**src/rtl/dmem_controller_if.sv**
```systemverilog
// Data-memory request/acknowledge bus.
// Signals:
//   mem_req   - request, held high until mem_ack
//   mem_we    - 1 = write, 0 = read; valid while mem_req
//   mem_addr  - word address; valid while mem_req
//   mem_wdata - store data; valid while mem_req
//   mem_rdata - read data; sampled when mem_ack=1
//   mem_ack   - single-cycle completion pulse
// Modports: master (controller side), slave (memory side).
interface dmem_controller_if #(
  parameter int unsigned ADDR_W = 32,
  parameter int unsigned DATA_W = 32
);
  logic              mem_req;
  logic              mem_we;
  logic [ADDR_W-1:0] mem_addr;
  logic [DATA_W-1:0] mem_wdata;
  logic [DATA_W-1:0] mem_rdata;
  logic              mem_ack;

  modport master (
    output mem_req, mem_we, mem_addr, mem_wdata,
    input  mem_rdata, mem_ack
  );

  modport slave (
    input  mem_req, mem_we, mem_addr, mem_wdata,
    output mem_rdata, mem_ack
  );
endinterface

```
**src/rtl/dmem_controller.sv**
```systemverilog
// MEM-stage data memory controller.
// Decodes DMC_MEM, runs a req/ack handshake to a variable-latency data
// memory, stalls the pipeline while an access is outstanding and returns
// load data to the WB mux.
// Ports:
//   clk, rst_n  - clock, asynchronous active-low reset
//   DMC_MEM     - 00 none, 01 load, 10 store, 11 reserved (none)
//   ADDR_MEM    - effective address
//   WDATA_MEM   - store data
//   RDATA_MEM   - load data (registered), held until next load completes
//   Mem_Stall   - pipeline freeze (combinational)
//   MisAlign    - misaligned load/store seen in IDLE (combinational)
//   Mem_Err     - sticky timeout flag
//   mem         - data-memory bus, master side
// Optional feature: define DMEM_TIMEOUT_EN to abort a BUSY access after
// TIMEOUT_CYC cycles without ack (Mem_Err set, load returns 32'hDEAD_BEEF).
module dmem_controller #(
  parameter int unsigned ADDR_W      = 32,
  parameter int unsigned DATA_W      = 32
`ifdef DMEM_TIMEOUT_EN
  ,
  parameter int unsigned TIMEOUT_CYC = 255
`endif
) (
  input  logic              clk,
  input  logic              rst_n,
  input  logic [1:0]        DMC_MEM,
  input  logic [ADDR_W-1:0] ADDR_MEM,
  input  logic [DATA_W-1:0] WDATA_MEM,
  output logic [DATA_W-1:0] RDATA_MEM,
  output logic              Mem_Stall,
  output logic              MisAlign,
  output logic              Mem_Err,
  dmem_controller_if.master mem
);

  typedef enum logic [1:0] {S_IDLE, S_BUSY, S_DONE} state_t;

  state_t            r_state, w_state_nxt;
  logic              r_req, w_req_nxt;
  logic              r_we, w_we_nxt;
  logic [ADDR_W-1:0] r_addr, w_addr_nxt;
  logic [DATA_W-1:0] r_wdata, w_wdata_nxt;
  logic [DATA_W-1:0] r_rdata, w_rdata_nxt;
  logic              w_is_acc;
  logic              w_aligned;

`ifdef DMEM_TIMEOUT_EN
  localparam int unsigned CNT_W =
    ($clog2(TIMEOUT_CYC + 1) > 8) ? $clog2(TIMEOUT_CYC + 1) : 8;
  logic [CNT_W-1:0] r_cnt, w_cnt_nxt;
  logic             r_err, w_err_nxt;
  logic             w_timeout;

  // Fires on the BUSY cycle that would bring the count to TIMEOUT_CYC.
  assign w_timeout = (r_cnt == CNT_W'(TIMEOUT_CYC - 1));
  assign Mem_Err   = r_err;
`else
  assign Mem_Err   = 1'b0;
`endif

  // Reserved encoding 11 is treated as no access.
  assign w_is_acc  = (DMC_MEM == 2'b01) || (DMC_MEM == 2'b10);
  assign w_aligned = (ADDR_MEM[1:0] == 2'b00);

  assign mem.mem_req   = r_req;
  assign mem.mem_we    = r_we;
  assign mem.mem_addr  = r_addr;
  assign mem.mem_wdata = r_wdata;
  assign RDATA_MEM     = r_rdata;

  // State and datapath registers.
  always_ff @(posedge clk or negedge rst_n) begin
    if (!rst_n) begin
      r_state <= S_IDLE;
      r_req   <= 1'b0;
      r_we    <= 1'b0;
      r_addr  <= '0;
      r_wdata <= '0;
      r_rdata <= '0;
`ifdef DMEM_TIMEOUT_EN
      r_cnt   <= '0;
      r_err   <= 1'b0;
`endif
    end else begin
      r_state <= w_state_nxt;
      r_req   <= w_req_nxt;
      r_we    <= w_we_nxt;
      r_addr  <= w_addr_nxt;
      r_wdata <= w_wdata_nxt;
      r_rdata <= w_rdata_nxt;
`ifdef DMEM_TIMEOUT_EN
      r_cnt   <= w_cnt_nxt;
      r_err   <= w_err_nxt;
`endif
    end
  end

  // Next-state and combinational outputs.
  always_comb begin
    w_state_nxt = r_state;
    w_req_nxt   = r_req;
    w_we_nxt    = r_we;
    w_addr_nxt  = r_addr;
    w_wdata_nxt = r_wdata;
    w_rdata_nxt = r_rdata;
    Mem_Stall   = 1'b0;
    MisAlign    = 1'b0;
`ifdef DMEM_TIMEOUT_EN
    w_cnt_nxt   = r_cnt;
    w_err_nxt   = r_err;
`endif
    case (r_state)
      S_IDLE: begin
        if (w_is_acc) begin
          if (w_aligned) begin
            Mem_Stall   = 1'b1;
            w_req_nxt   = 1'b1;
            w_we_nxt    = (DMC_MEM == 2'b10);
            w_addr_nxt  = ADDR_MEM;
            w_wdata_nxt = WDATA_MEM;
            w_state_nxt = S_BUSY;
`ifdef DMEM_TIMEOUT_EN
            w_cnt_nxt   = '0;
`endif
          end else begin
            MisAlign = 1'b1;
          end
        end
      end
      S_BUSY: begin
        Mem_Stall = 1'b1;
        // Ack has priority over a timeout in the same cycle.
        if (mem.mem_ack) begin
          w_req_nxt   = 1'b0;
          w_state_nxt = S_DONE;
          if (!r_we) w_rdata_nxt = mem.mem_rdata;
        end
`ifdef DMEM_TIMEOUT_EN
        else if (w_timeout) begin
          w_req_nxt   = 1'b0;
          w_err_nxt   = 1'b1;
          w_state_nxt = S_DONE;
          if (!r_we) w_rdata_nxt = DATA_W'(32'hDEAD_BEEF);
        end else begin
          w_cnt_nxt = r_cnt + CNT_W'(1);
        end
`endif
      end
      // DMC_MEM still belongs to the completed instruction here.
      S_DONE:  w_state_nxt = S_IDLE;
      default: w_state_nxt = S_IDLE;
    endcase
  end

endmodule

```
**src/flat_wrapper.sv**
```systemverilog
// flat-port wrapper written by rule: the top's interface ports become plain ports
module dmem_controller_flat 
#(
  parameter int unsigned ADDR_W      = 32,
  parameter int unsigned DATA_W      = 32

)
  (clk, rst_n, DMC_MEM, ADDR_MEM, WDATA_MEM, RDATA_MEM, Mem_Stall, MisAlign, Mem_Err, mem_mem_req, mem_mem_we, mem_mem_addr, mem_mem_wdata, mem_mem_rdata, mem_mem_ack);
  dmem_controller_if #(.ADDR_W(ADDR_W), .DATA_W(DATA_W)) mem_i ();
  input  logic clk;
  input  logic rst_n;
  input  logic [1:0] DMC_MEM;
  input  logic [ADDR_W-1:0] ADDR_MEM;
  input  logic [DATA_W-1:0] WDATA_MEM;
  output logic [DATA_W-1:0] RDATA_MEM;
  output logic Mem_Stall;
  output logic MisAlign;
  output logic Mem_Err;
  output wire logic [$bits(mem_i.mem_req)-1:0] mem_mem_req;
  output wire logic [$bits(mem_i.mem_we)-1:0] mem_mem_we;
  output wire logic [$bits(mem_i.mem_addr)-1:0] mem_mem_addr;
  output wire logic [$bits(mem_i.mem_wdata)-1:0] mem_mem_wdata;
  input wire logic [$bits(mem_i.mem_rdata)-1:0] mem_mem_rdata;
  input wire logic [$bits(mem_i.mem_ack)-1:0] mem_mem_ack;
  assign mem_mem_req = mem_i.mem_req;
  assign mem_mem_we = mem_i.mem_we;
  assign mem_mem_addr = mem_i.mem_addr;
  assign mem_mem_wdata = mem_i.mem_wdata;
  assign mem_i.mem_rdata = mem_mem_rdata;
  assign mem_i.mem_ack = mem_mem_ack;
  dmem_controller #(.ADDR_W(ADDR_W), .DATA_W(DATA_W)) u_core (.clk(clk), .rst_n(rst_n), .DMC_MEM(DMC_MEM), .ADDR_MEM(ADDR_MEM), .WDATA_MEM(WDATA_MEM), .RDATA_MEM(RDATA_MEM), .Mem_Stall(Mem_Stall), .MisAlign(MisAlign), .Mem_Err(Mem_Err), .mem(mem_i));
endmodule
```
**config.mk**
```make
export PLATFORM = sky130hd
export DESIGN_NAME = dmem_controller_flat
export DESIGN_NICKNAME = d
export VERILOG_FILES = /design/src/rtl/dmem_controller_if.sv /design/src/rtl/dmem_controller.sv /design/src/flat_wrapper.sv
export SDC_FILE = /design/constraint.sdc
export NUM_CORES = 1
export LEC_CHECK = 0
export CAP_MARGIN = 20
export CORE_MARGIN = 2
export CORE_UTILIZATION = 31
export DETAILED_ROUTE_END_ITERATION = 8
export DONT_BUFFER_PORTS = 1
export PLACE_DENSITY = 0.46
export SKIP_CTS_REPAIR_TIMING = 1
export SYNTH_ARGS = -nofsm -noshare
export SYNTH_HDL_FRONTEND = slang
export SYNTH_SLANG_ARGS = --single-unit
```
**constraint.sdc**
```tcl
create_clock -name clk -period 1.9 [get_ports clk]
set_clock_uncertainty 0.2 [all_clocks]
set_input_delay 0.19 -clock clk [delete_from_list [all_inputs] [get_ports clk]]
set_output_delay 0.19 -clock clk [all_outputs]
set_load 0.01 [all_outputs]
```
==> results.sh, run 1 <==
export IMPL_avgSynthCellArea_sq_um=17.1
export IMPL_crit_top_cell="buf_4"
export IMPL_drt_pre_antenna_iters=4
export IMPL_cts_tree="done"
export IMPL_r2r_end="u_core.RDATA_MEM[17]"
export IMPL_path_delay_family="flip-flops"
export IMPL_power_density_nw_per_um2=1270
export IMPL_hp_class="in -> async"
export IMPL_synth_top_area_cell="dfrtp_1"
export IMPL_netlist_area_sq_um=3810
export IMPL_cp_start_kind="flop"
export IMPL_timing_hold_ws_ps=-659
export IMPL_setup_viol=0
export IMPL_finalHoldViolCount=100
export IMPL_path_clk_slew_ps=60
export IMPL_fin_nets=430
export IMPL_vias=2197
export IMPL_finalCritPeriodShare_pct=93.4
export IMPL_slowest_stage="dfrtp_1"
export IMPL_start_util_pct=31.7
export IMPL_violations="negative hold slack"
export IMPL_drive_gt1_share_pct=35.6
export IMPL_ys_seq_area_share_pct=65.7
export IMPL_grt_pass1_wl_mm=10.7
export IMPL_crit_chain="nor3_4, nand2_4, buf_4, nand2_1, buf_4"
export IMPL_grt_start_max_net_pins=101
export IMPL_htreeDepth=3
export IMPL_final_core_util_pct=44.0
export IMPL_synthCells=223
export IMPL_rrSetupSlack_ps=150
export IMPL_max_freq_mhz=564
export IMPL_r2r_start="u_core.r_state[1]"
export IMPL_period_minus_slack_ps=1770
export IMPL_rows=40
export IMPL_rsz0062_at_grt="false"
export IMPL_hpwl_mm=5.05
export IMPL_status="complete, but fails checks"
export IMPL_crit_buf_inv=2
export IMPL_max_cap_viol_count=0
export IMPL_via_per_inst=4.60
export IMPL_area_growth_pct=38.6
export IMPL_cp_required_ps=1510
export IMPL_io_buffers=0
export IMPL_synth_seq_cells=100
export IMPL_drt_iter0_markers=91
export IMPL_grt_usage_pct=11.1
export IMPL_path_max_fanout=7
export IMPL_finalPower_mw=6.73
export IMPL_ys_types=19
export IMPL_die_y_um=115
export IMPL_end_kind="output port"
export IMPL_final_common_cell="dfrtp_1"
export IMPL_gp_congestion=0.632
export IMPL_root_buffer="clkbuf_16"
export IMPL_cts_buffer_depth=2
export IMPL_clock_latency_ps=340
export IMPL_antenna_found_initial=0
export IMPL_netlist_top_cells_area="dfrtp_1 (66%), mux2_2 (23%), mux2_4 (5.9%)"
export IMPL_grt_overflow_total=0
export IMPL_wirelength_mm=8.30
export IMPL_r2r_cells=4
export IMPL_num_antenna_cells=0
export IMPL_die_area_sq_um=13200
export IMPL_crit_type="reg -> out"
export IMPL_drv_slew=0
export IMPL_startpoint="u_core.r_state[0]"
export IMPL_yosysWarnings=0
export IMPL_remaining_drc_errors=0
export IMPL_die_x_um=115
export IMPL_syn_nets=325
export IMPL_synth_top_area_share_pct=65.7
export IMPL_leakage_nw=2.34
export IMPL_fp_coreArea_sq_um=12000
export IMPL_wl_per_cell_um=17.4
export IMPL_path_depth=5
export IMPL_cts_made_buffers=9
export IMPL_slowest_delay_ps=420
export IMPL_cts_sink_count=100
export IMPL_cp_endpoint="Mem_Stall"
export IMPL_ir_drop_v=0.000666
export IMPL_grt_pass1_vias=1999
export IMPL_arrival_ps=1380
export IMPL_mostFrequentLayoutCells="dfrtp_1 (100), dlygate4sd3_1 (96), mux2_2 (78)"
export IMPL_ant_nets=0
export IMPL_ios=202
## worst register-to-register path, cell delays in order (launching register included)
cell and delay, ps:
dfrtp_1 410, nand3b_1 250, nor2_2 170, buf_12 230, mux2_1 370
## registers in the layout (all words and copies together), names as in the netlist
name,count
u_core.RDATA_MEM,32
u_core.mem.mem_addr,32
u_core.mem.mem_req,1
u_core.r_state,2
u_core.mem.mem_we,1
u_core.mem.mem_wdata,32
## layer usage
layer  vias to the layer above  routed length, um  global-route usage [%]
met4                         0                114                    4.10
li1                        974                  -                       -
met1                      1074               3320                    12.0
met5                         -                  0                       0
met2                       139               3850                    16.6
met3                        10               1010                    8.33
## kinds of logic after synthesis
kind of cell	after synthesis	share of synthesized area, %
other	1	0.0985
adder cells (fa/ha/maj)	1	0.328
flip-flops	100	65.7
AND/OR/NAND/NOR	12	1.77
multiplexers	95	29.6
AO/OA/AOI/OAI	1	0.131
buffers and inverters	13	2.40
## worst min-delay path by stage
| stage | startpoint | endpoint | slack, ps | cells past startpoint |
|---|---|---|---|---|
| 2_1_floorplan | rst_n | u_core.RDATA_MEM[0] | -310 | 0 |
| 3_3_place_gp | rst_n | u_core.mem.mem_wdata[16] | -300 | 0 |
| 3_5_place_dp | rst_n | u_core.mem.mem_wdata[16] | -300 | 0 |
| 4_1_cts | rst_n | u_core.mem.mem_wdata[22] | -690 | 0 |
| 5_1_grt | rst_n | u_core.mem.mem_wdata[31] | -690 | 0 |
| 6_report | rst_n | u_core.mem.mem_wdata[24] | -660 | 0 |
## Yosys cell counts, drive strengths merged
library cell	number
nand3b	1
mux2	95
nand2b	1
o21ai	1
conb	1
nor2b	1
nand2	4
ha	1
nor3	1
dfrtp	100
buf	11
nor2	2
inv	2
and2	2
## through the flow
| stage | hold WS, ps | setup TNS (ps) | setup WS [ps] | instances | instance area (sq um) |
|---|---|---|---|---|---|
| 2_1_floorplan | -306 | 0 | 194 | 223 | 3810 |
| 3_3_place_gp | -303 | 0 | 152 | 367 | 4010 |
| 3_5_place_dp | -303 | 0 | 126 | 367 | 4010 |
| 4_1_cts | -688 | -3.41 | -3.41 | 381 | 4310 |
| 5_1_grt | -694 | 0 | 25.0 | 478 | 5280 |
| 6_report | -659 | 0 | 126 | 478 | 5280 |
## cell type report
cell class	count	area, sq um
fill	1046	6730
sequential	100	2500
multi-input combinational	110	1230
timing repair buffer	105	1070
clock buffer	12	256
tap	147	184
clock inverter	2	35.0
inverter	2	7.51
## power breakdown
part | switching [mW] | internal [mW] | total, mW
logic | 0.296 | 0.796 | 1.09
clock network | 0.734 | 1.08 | 1.81
registers | 0.923 | 2.91 | 3.83
Power figures use the tool's default switching activity.
==> run 2: changes to the inputs <==
HOLD_SLACK_MARGIN = 0.12   (was not set)
==> results of run 2 <==
The final DEF is identical to that of run 1; final timing and power are the same.
==> run 3: changes to the inputs <==
SLEW_MARGIN = 30   (was not set)
==> results of run 3 <==
The final DEF is identical to that of run 1; final timing and power are the same.
